$ cat src/rtl/mem_arbiter.sv
`default_nettype none
// ============================================================================
//  Module      : mem_arbiter
//  Description : Three-port arbiter in front of a small byte-wide RAM. Port 0
//                has fixed priority; ports 1 and 2 share by round-robin.
//  Revision    : 1.0 - initial release
// ============================================================================
module mem_arbiter #(
    parameter int RAMSIZE = 64,
    parameter int AW      = 8
) (
    input  logic          clk,
    input  logic          reset,
    input  logic [2:0]    req,
    input  logic [2:0]    we,
    input  logic [AW-1:0] addr0,
    input  logic [AW-1:0] addr1,
    input  logic [AW-1:0] addr2,
    input  logic [7:0]    wdata0,
    input  logic [7:0]    wdata1,
    input  logic [7:0]    wdata2,
    input  logic          lock,
    output logic [2:0]    gnt,
    output logic [2:0]    rvalid,
    output logic [7:0]    rdata,
    output logic          err,
    output logic          busy
);

    localparam int c_IDX_W = (RAMSIZE > 1) ? $clog2(RAMSIZE) : 1;

    typedef enum logic [0:0] {
        S_IDLE  = 1'b0,
        S_GRANT = 1'b1
    } state_t;

    state_t          r_state;
    state_t          w_state_next;
    logic            w_grant;
    logic [1:0]      w_winner;
    logic [2:0]      w_elig;
    logic [AW-1:0]   w_sel_addr;
    logic [7:0]      w_sel_wdata;
    logic            w_sel_we;
    logic            w_oob;
    logic [c_IDX_W-1:0] w_idx;

    logic [1:0]      r_rr_last;
    logic [1:0]      r_port;
    logic            r_we;
    logic [AW-1:0]   r_addr;
    logic [7:0]      r_wdata;
    logic [7:0]      r_ram [RAMSIZE];

    always_comb begin
        w_state_next = r_state;
        w_grant      = 1'b0;
        w_winner     = 2'd0;
        w_elig       = lock ? (req & 3'b001) : req;
        case (r_state)
            S_IDLE: begin
                if (|w_elig) begin
                    w_grant      = 1'b1;
                    w_state_next = S_GRANT;
                    if (w_elig[0])
                        w_winner = 2'd0;
                    else if (w_elig[1] && w_elig[2])
                        w_winner = (r_rr_last == 2'd1) ? 2'd2 : 2'd1;
                    else if (w_elig[1])
                        w_winner = 2'd1;
                    else
                        w_winner = 2'd2;
                end
            end
            S_GRANT: w_state_next = S_IDLE;
            default: w_state_next = S_IDLE;
        endcase
    end

    always_comb begin
        w_sel_addr  = addr0;
        w_sel_wdata = wdata0;
        w_sel_we    = we[0];
        case (w_winner)
            2'd1: begin
                w_sel_addr  = addr1;
                w_sel_wdata = wdata1;
                w_sel_we    = we[1];
            end
            2'd2: begin
                w_sel_addr  = addr2;
                w_sel_wdata = wdata2;
                w_sel_we    = we[2];
            end
            default: ;
        endcase
    end

    assign w_oob = (32'(r_addr) >= 32'(RAMSIZE));
    assign w_idx = r_addr[c_IDX_W-1:0];
    assign busy  = (r_state == S_GRANT);

    always_ff @(posedge clk or posedge reset) begin
        if (reset) begin
            r_state   <= S_IDLE;
            gnt       <= 3'b000;
            rvalid    <= 3'b000;
            rdata     <= 8'h00;
            err       <= 1'b0;
            r_rr_last <= 2'd2;
            r_port    <= 2'd0;
            r_we      <= 1'b0;
            r_addr    <= '0;
            r_wdata   <= 8'h00;
        end else begin
            r_state <= w_state_next;
            rvalid  <= 3'b000;
            err     <= 1'b0;
            gnt     <= w_grant ? (3'b001 << w_winner) : 3'b000;
            if (w_grant) begin
                r_port  <= w_winner;
                r_we    <= w_sel_we;
                r_addr  <= w_sel_addr;
                r_wdata <= w_sel_wdata;
                // Port 0 grants leave the round-robin history untouched
                if (w_winner != 2'd0)
                    r_rr_last <= w_winner;
            end
            if (r_state == S_GRANT) begin
                err <= w_oob;
                if (!r_we) begin
                    rvalid <= 3'b001 << r_port;
                    rdata  <= w_oob ? 8'h00 : r_ram[w_idx];
                end
            end
        end
    end

    // Reset forces IDLE asynchronously, so an aborted GRANT never writes
    always_ff @(posedge clk) begin
        if (r_state == S_GRANT && r_we && !w_oob)
            r_ram[w_idx] <= r_wdata;
    end

endmodule
`default_nettype wire

$ cat config.mk
export PLATFORM = sky130hd
export DESIGN_NAME = mem_arbiter
export DESIGN_NICKNAME = d
export VERILOG_FILES = /design/src/rtl/mem_arbiter.sv
export SDC_FILE = /design/constraint.sdc
export NUM_CORES = 1
export LEC_CHECK = 0
export CAP_MARGIN = 30
export CELL_PAD_IN_SITES_DETAIL_PLACEMENT = 2
export CELL_PAD_IN_SITES_GLOBAL_PLACEMENT = 2
export CORE_MARGIN = 2
export CORE_UTILIZATION = 50
export CTS_CLUSTER_DIAMETER = 120
export DETAILED_ROUTE_END_ITERATION = 10
export HOLD_SLACK_MARGIN = 0.05
export PLACE_DENSITY = 0.82
export SLEW_MARGIN = 20
export SYNTH_ARGS = -nofsm -noshare
export SYNTH_HDL_FRONTEND = slang
export SYNTH_SLANG_ARGS = --single-unit
$ cat constraint.sdc
create_clock -name clk -period 4.1 [get_ports clk]
set_input_delay 0.41 -clock clk [delete_from_list [all_inputs] [get_ports clk]]
set_output_delay 0.41 -clock clk [all_outputs]
set_load 0.01 [all_outputs]
==> Yosys cells after proc, flatten, opt, wreduce, memory -nomap -nowiden <==
Memories as Yosys holds them, arrays and structs flattened.
Index checks and enable logic that the tools add are counted.
{ "classes": {"addsub": 0, "mul": 0, "n_div": 0, "magnitude_cmp": 1, "eq_ne": 3, "n_shift": 2, "muxes": 20, "n_bitwise": 2, "reduce_logical": 8} }
{ "op_table": {"columns": ["op", "n"], "rows": [
  ["8-bit one-hot mux with 2 select lines", 2],
  ["2-bit 2-to-1 mux", 6],
  ["3-bit 2-to-1 mux", 4],
  ["8-bit by 7-bit >= comparator with 1-bit output (second input constant)", 1],
  ["8-bit 2-to-1 mux", 1],
  ["1-bit by 2-bit << shifter with 3-bit output (first input constant)", 2],
  ["1-bit 2-to-1 mux", 5],
  ["2-bit by 1-bit == test with 1-bit output (second input constant)", 2],
  ["1-bit one-hot mux with 2 select lines", 2],
  ["2-bit AND reduction", 2],
  ["1-bit logical AND", 3],
  ["3-bit OR reduction", 1],
  ["2-bit == test (second input constant)", 1],
  ["1-bit inverter", 2],
  ["2-bit nonzero test", 1],
  ["1-bit logical NOT", 1]
]} }
{ "word_totals": {"reg_bits": 37, "latchBits": 0, "mem_bits_rw": 512, "mem_bits_ro": 0, "inputBits": 57, "output_inout_bits": 16, "mem_count": 1} }
{ "mem_list": {"columns": ["name", "depth", "width", "read_ports", "rd_clocked_by_memory_dff", "wr", "line_no", "source"], "rows": [
  ["r_ram", 64, 8, 1, 0, 1, "53", "logic [7:0] r_ram [RAMSIZE];"]
]} }

==> Longest topological paths before layout <==
{ "logic_depth": {"depth_word": 8, "ltp_mapped": 11} }

==> Least setup slack after synthesis <==
OpenSTA, ideal clock, no wires.
{ "synth_timing": {"path_type": "reg2reg", "startpoint": "register r_addr[2]", "endpoint": "memory r_ram[51][0] (enable)", "setup_time_ns": 0.371, "arrival_ns": 1.855, "required_ns": 3.729, "slack_ns": 1.874, "stages_incl_launch_ff": 8, "n_path_buf": 4, "period_less_slack_ns": 2.226, "cell_sequence": "dfrtp_1 > buf_4 > buf_4 > buf_2 > buf_2 > nor2_1 > nand2_1 > nor2_1"} }
{ "synth_via": {"elab_chain_len": 5} }
{ "synth_lines": {"columns": ["item", "line_no", "source"], "rows": [
  ["start, declared", "51", "logic [AW-1:0] r_addr;"],
  ["start signal, assigned", "123", "r_addr <= w_sel_addr;"],
  ["8-bit by 7-bit >= comparator with 1-bit output", "99", "assign w_oob = (32'(r_addr) >= 32'(RAMSIZE));"],
  ["1-bit logical NOT", "141", "if (r_state == S_GRANT && r_we && !w_oob)"],
  ["1-bit logical AND", "141", null],
  ["1-bit 2-to-1 mux", "141", null],
  ["1-bit 2-to-1 mux (not written as such)", "142", "r_ram[w_idx] <= r_wdata;"],
  ["end, declared", "53", null]
]} }
Several ways; a longest one is shown, not always the timed one.

==> Final worst setup path <==
{ "layout_timing": {"startpoint": "register r_addr[2]", "endpoint": "register rdata[2]"} }
{ "layout_via": {"elab_chain_len": 2, "word_cells_on_any_way": 3, "classes_between": "order compare (1); mux (1); memory (1)"} }
{ "layout_lines": {"columns": ["item", "line_no", "source"], "rows": [
  ["memory read 64 x 8 bit / 8-bit by 7-bit >= comparator with 1-bit output (equally long branches)", null, null],
  ["8-bit 2-to-1 mux *", "133", "rdata <= w_oob ? 8'h00 : r_ram[w_idx];"],
  ["end signal, assigned", "133", null],
  ["end, declared", "25", "output logic [7:0] rdata,"]
]} }
Every way passes the cells marked *; elsewhere a longest branch is shown, timed or not.
A chain may end at the register's enable or synchronous reset.

==> qor.csv <==
metric;value;unit
outcome;complete, no violations;
Worst setup EP type;flop;
Net Sw Frac;29.8;%
min-delay worst type;input pin to asynchronous set/reset pin;
largest net degree at the start of global routing;108;
clock network power share;35.6;%
Worst path max stage delay;0.71;ns
Crit. Startpoint;r_addr[2];
crit start category;flop;
area of the multi-input gates;4900;µm²
Seq/Total Area, Yosys;74.8;%
DIE HEIGHT;213;µm
# hold bufs at CTS;0;
final setup fails;0;
layout cells sized above 1;13.8;%
Req. time, crit path;4.57;ns
routability cong.;0.811;
PD cells;573;nW/µm²
Root Buffer;clkbuf_16;
post-CTS resize count;0;
syn nets;1367;
global-route wire length before repair;110000;µm
final instance area;25000;µm²
chip width;213;µm
Reg area;16300;µm²
Fin. Hold Viols;0;
DR vias;13800;
Sw Pwr;4.26;mW
Mapped Cells;1307;
clk buf depth;3;
synth warn;0;
combinational share of power;16.4;%
max_slew headroom;30.3;%
#FFs+latches synth;549;
peak supply drop;0.000413;V
post-CTS setup buffer count;0;
Avg WL per Cell;38.2;µm
DR iter-0 viols;1806;
dominant cells by area after synthesis;edfxtp_1, dfrtp_1, mux2i_1;
asr flop ratio synth;6.74;%
Pins Over Slew Limit;0;
Tcrit/Tclk final;84.9;%
DRT antenna net count;0;
CORE AREA;43100;µm²
RR Startpoint;r_addr[2];
FMAX;287;MHz
Clk pin slew, worst setup/hold paths;0.08;ns
most frequent CP cell;a22oi_1;
slowest CP cell;dfrtp_4;
Layout fillers;3580;
Detailed Routing Iterations Pass 1;5;
clock sinks;549;
IO Port Bufs;72;
H-tree Lvls;2;
clock skew;0.0224;ns
most frequent cells in the layout;edfxtp_1, nor2_1, mux2i_1;
die footprint;45200;µm²
Tmin final;3.48;ns
DP Area;23200;µm²
drt drc;0;
NumNets Final;1462;
number of CTS-inserted buffers;56;
RSZ-0062 raised after global routing;false;
initial antenna violation count;1;
Top FF cell, synth;edfxtp_1;
Initial Utilization;50.6;%
Seq pwr share;48.1;%
worst skew pair latency;0.63;ns
Total Routed Length;77700;µm
Syn Area/Cell;16.7;µm²
Synth Cell Area;21800;µm²
Unique masters post-synth;45;
Post-synth EDFFs;512;
Inst Count DP;1923;
vias in the first global route;14700;
Top Ports;73;
Cell Int Power;10.1;mW
worst-path fanout max;54;
Via density;6.79;
Leak;8.20;nW
Worst Setup Path Type;flop to flop;
Rows;76;
CP cell instances;buf_12, buf_4, mux4_2, a22oi_1, o2111ai_1, a22oi_1, o21ai_1;
setup slack, reg-to-reg;0.62;ns
Worst Max-Slew Pin Slew;1.04;ns
CTS tree;done;
MaxCap Viol Count;0;
commonest non-fill, non-tap cell in the layout;edfxtp_1;
fin cells;2034;
Area Growth Syn to Fin;14.7;%
HPWL Detailed;44400;µm
CP Data Arrival Time;3.95;ns
Synth area leader;edfxtp_1;
total grt overflow;0;
total global-route track usage;34.5;%
Final TNS setup;0;ns
top-area cell type share of the netlist area;70.6;%
==> per-stage QoR <==
stage	util, %	hold WS, ns	power (mW)	setup WS [ns]
final	58.0	0.251	14.3	0.619
after global routing	58.0	0.284	14.6	0.612
after CTS	57.8	0.237	14.2	0.592
after detailed placement	53.8	0.489	9.16	0.731
after global placement	53.8	0.473	8.94	1.12
after floorplan	-	0.445	8.11	1.87
==> power groups by stage <==
stage | combinational, mW | clock, mW | sequential [mW]
floorplan | 1.30 | 0 | 6.81
global placement | 2.01 | 0 | 6.93
detailed placement | 2.18 | 0 | 6.98
CTS | 2.26 | 5.09 | 6.87
global route | 2.43 | 5.29 | 6.87
finish | 2.34 | 5.10 | 6.88
==> routing by layer <==
layer | up-vias | share of wire, % | global-route usage (%) | wire length, µm
li1 | 5451 | - | - | -
met1 | 7330 | 39 | 45.7 | 30000
met2 | 849 | 50 | 57.6 | 38900
met3 | 173 | 7.6 | 6.05 | 5920
met4 | 2 | 3.8 | 12.9 | 2960
met5 | - | 0.015 | 0 | 12
==> sequential cells by signal (all words and copies together), names as in the netlist <==
register and cells:
r_addr 8, r_ram 512, err 1, r_we 1, r_rr_last 2, rdata 8, r_wdata 8, r_port 2
busy 1, gnt 3, rvalid 3
==> worst max-delay path: cells and delay by family, from the launching register on <==
family / cells / cell delay (ns)
muxes: 1 / 0.38
buffers and inverters: 2 / 0.80
AOI/OAI and AO/OA: 4 / 1.31
DFF: 1 / 0.71
==> Yosys cell counts (all sizes together) (36+ instances only) <==
cell type / instances
edfxtp: 512
o21ai: 36
o22ai: 51
mux2i: 83
a221o: 48
clkbuf: 41
nor2: 94
a22oi: 61
nand2: 54
buf: 51
dfrtp: 36
a21oi: 41
==> layout make-up <==
| type | count | share of cell area [%] |
|---|---|---|
| Antenna cell | 1 | 0.0100 |
| Clock buffer | 73 | 6.07 |
| Clock inverter | 31 | 0.886 |
| Inverter | 21 | 0.315 |
| Multi-Input combinational cell | 645 | 19.6 |
| Sequential cell | 549 | 65.3 |
| Tap cell | 585 | 2.93 |
| Timing Repair Buffer | 129 | 4.86 |
==> worst paths after layout <==
kind                              to  cells after the start
setup / recovery            rdata[2]                      7
hold / removal              rdata[3]                      3
setup reg to reg            rdata[2]                      7
hold reg to reg            rvalid[1]                      1
max in group asynchronous  r_addr[1]                      3
min in group clk           r_addr[6]                      3
==> cells by family after synthesis <==
family / count (synthesis) / share of synthesized area [%]
buffers and inverters: 113 / 2.75
adder cells (fa/ha/maj): 3 / 0.172
AO/OA/AOI/OAI: 306 / 10.3
multiplexers: 129 / 7.74
AND/OR/NAND/NOR: 207 / 4.20
flip-flops: 549 / 74.8
Power figures use the tool's default switching activity.
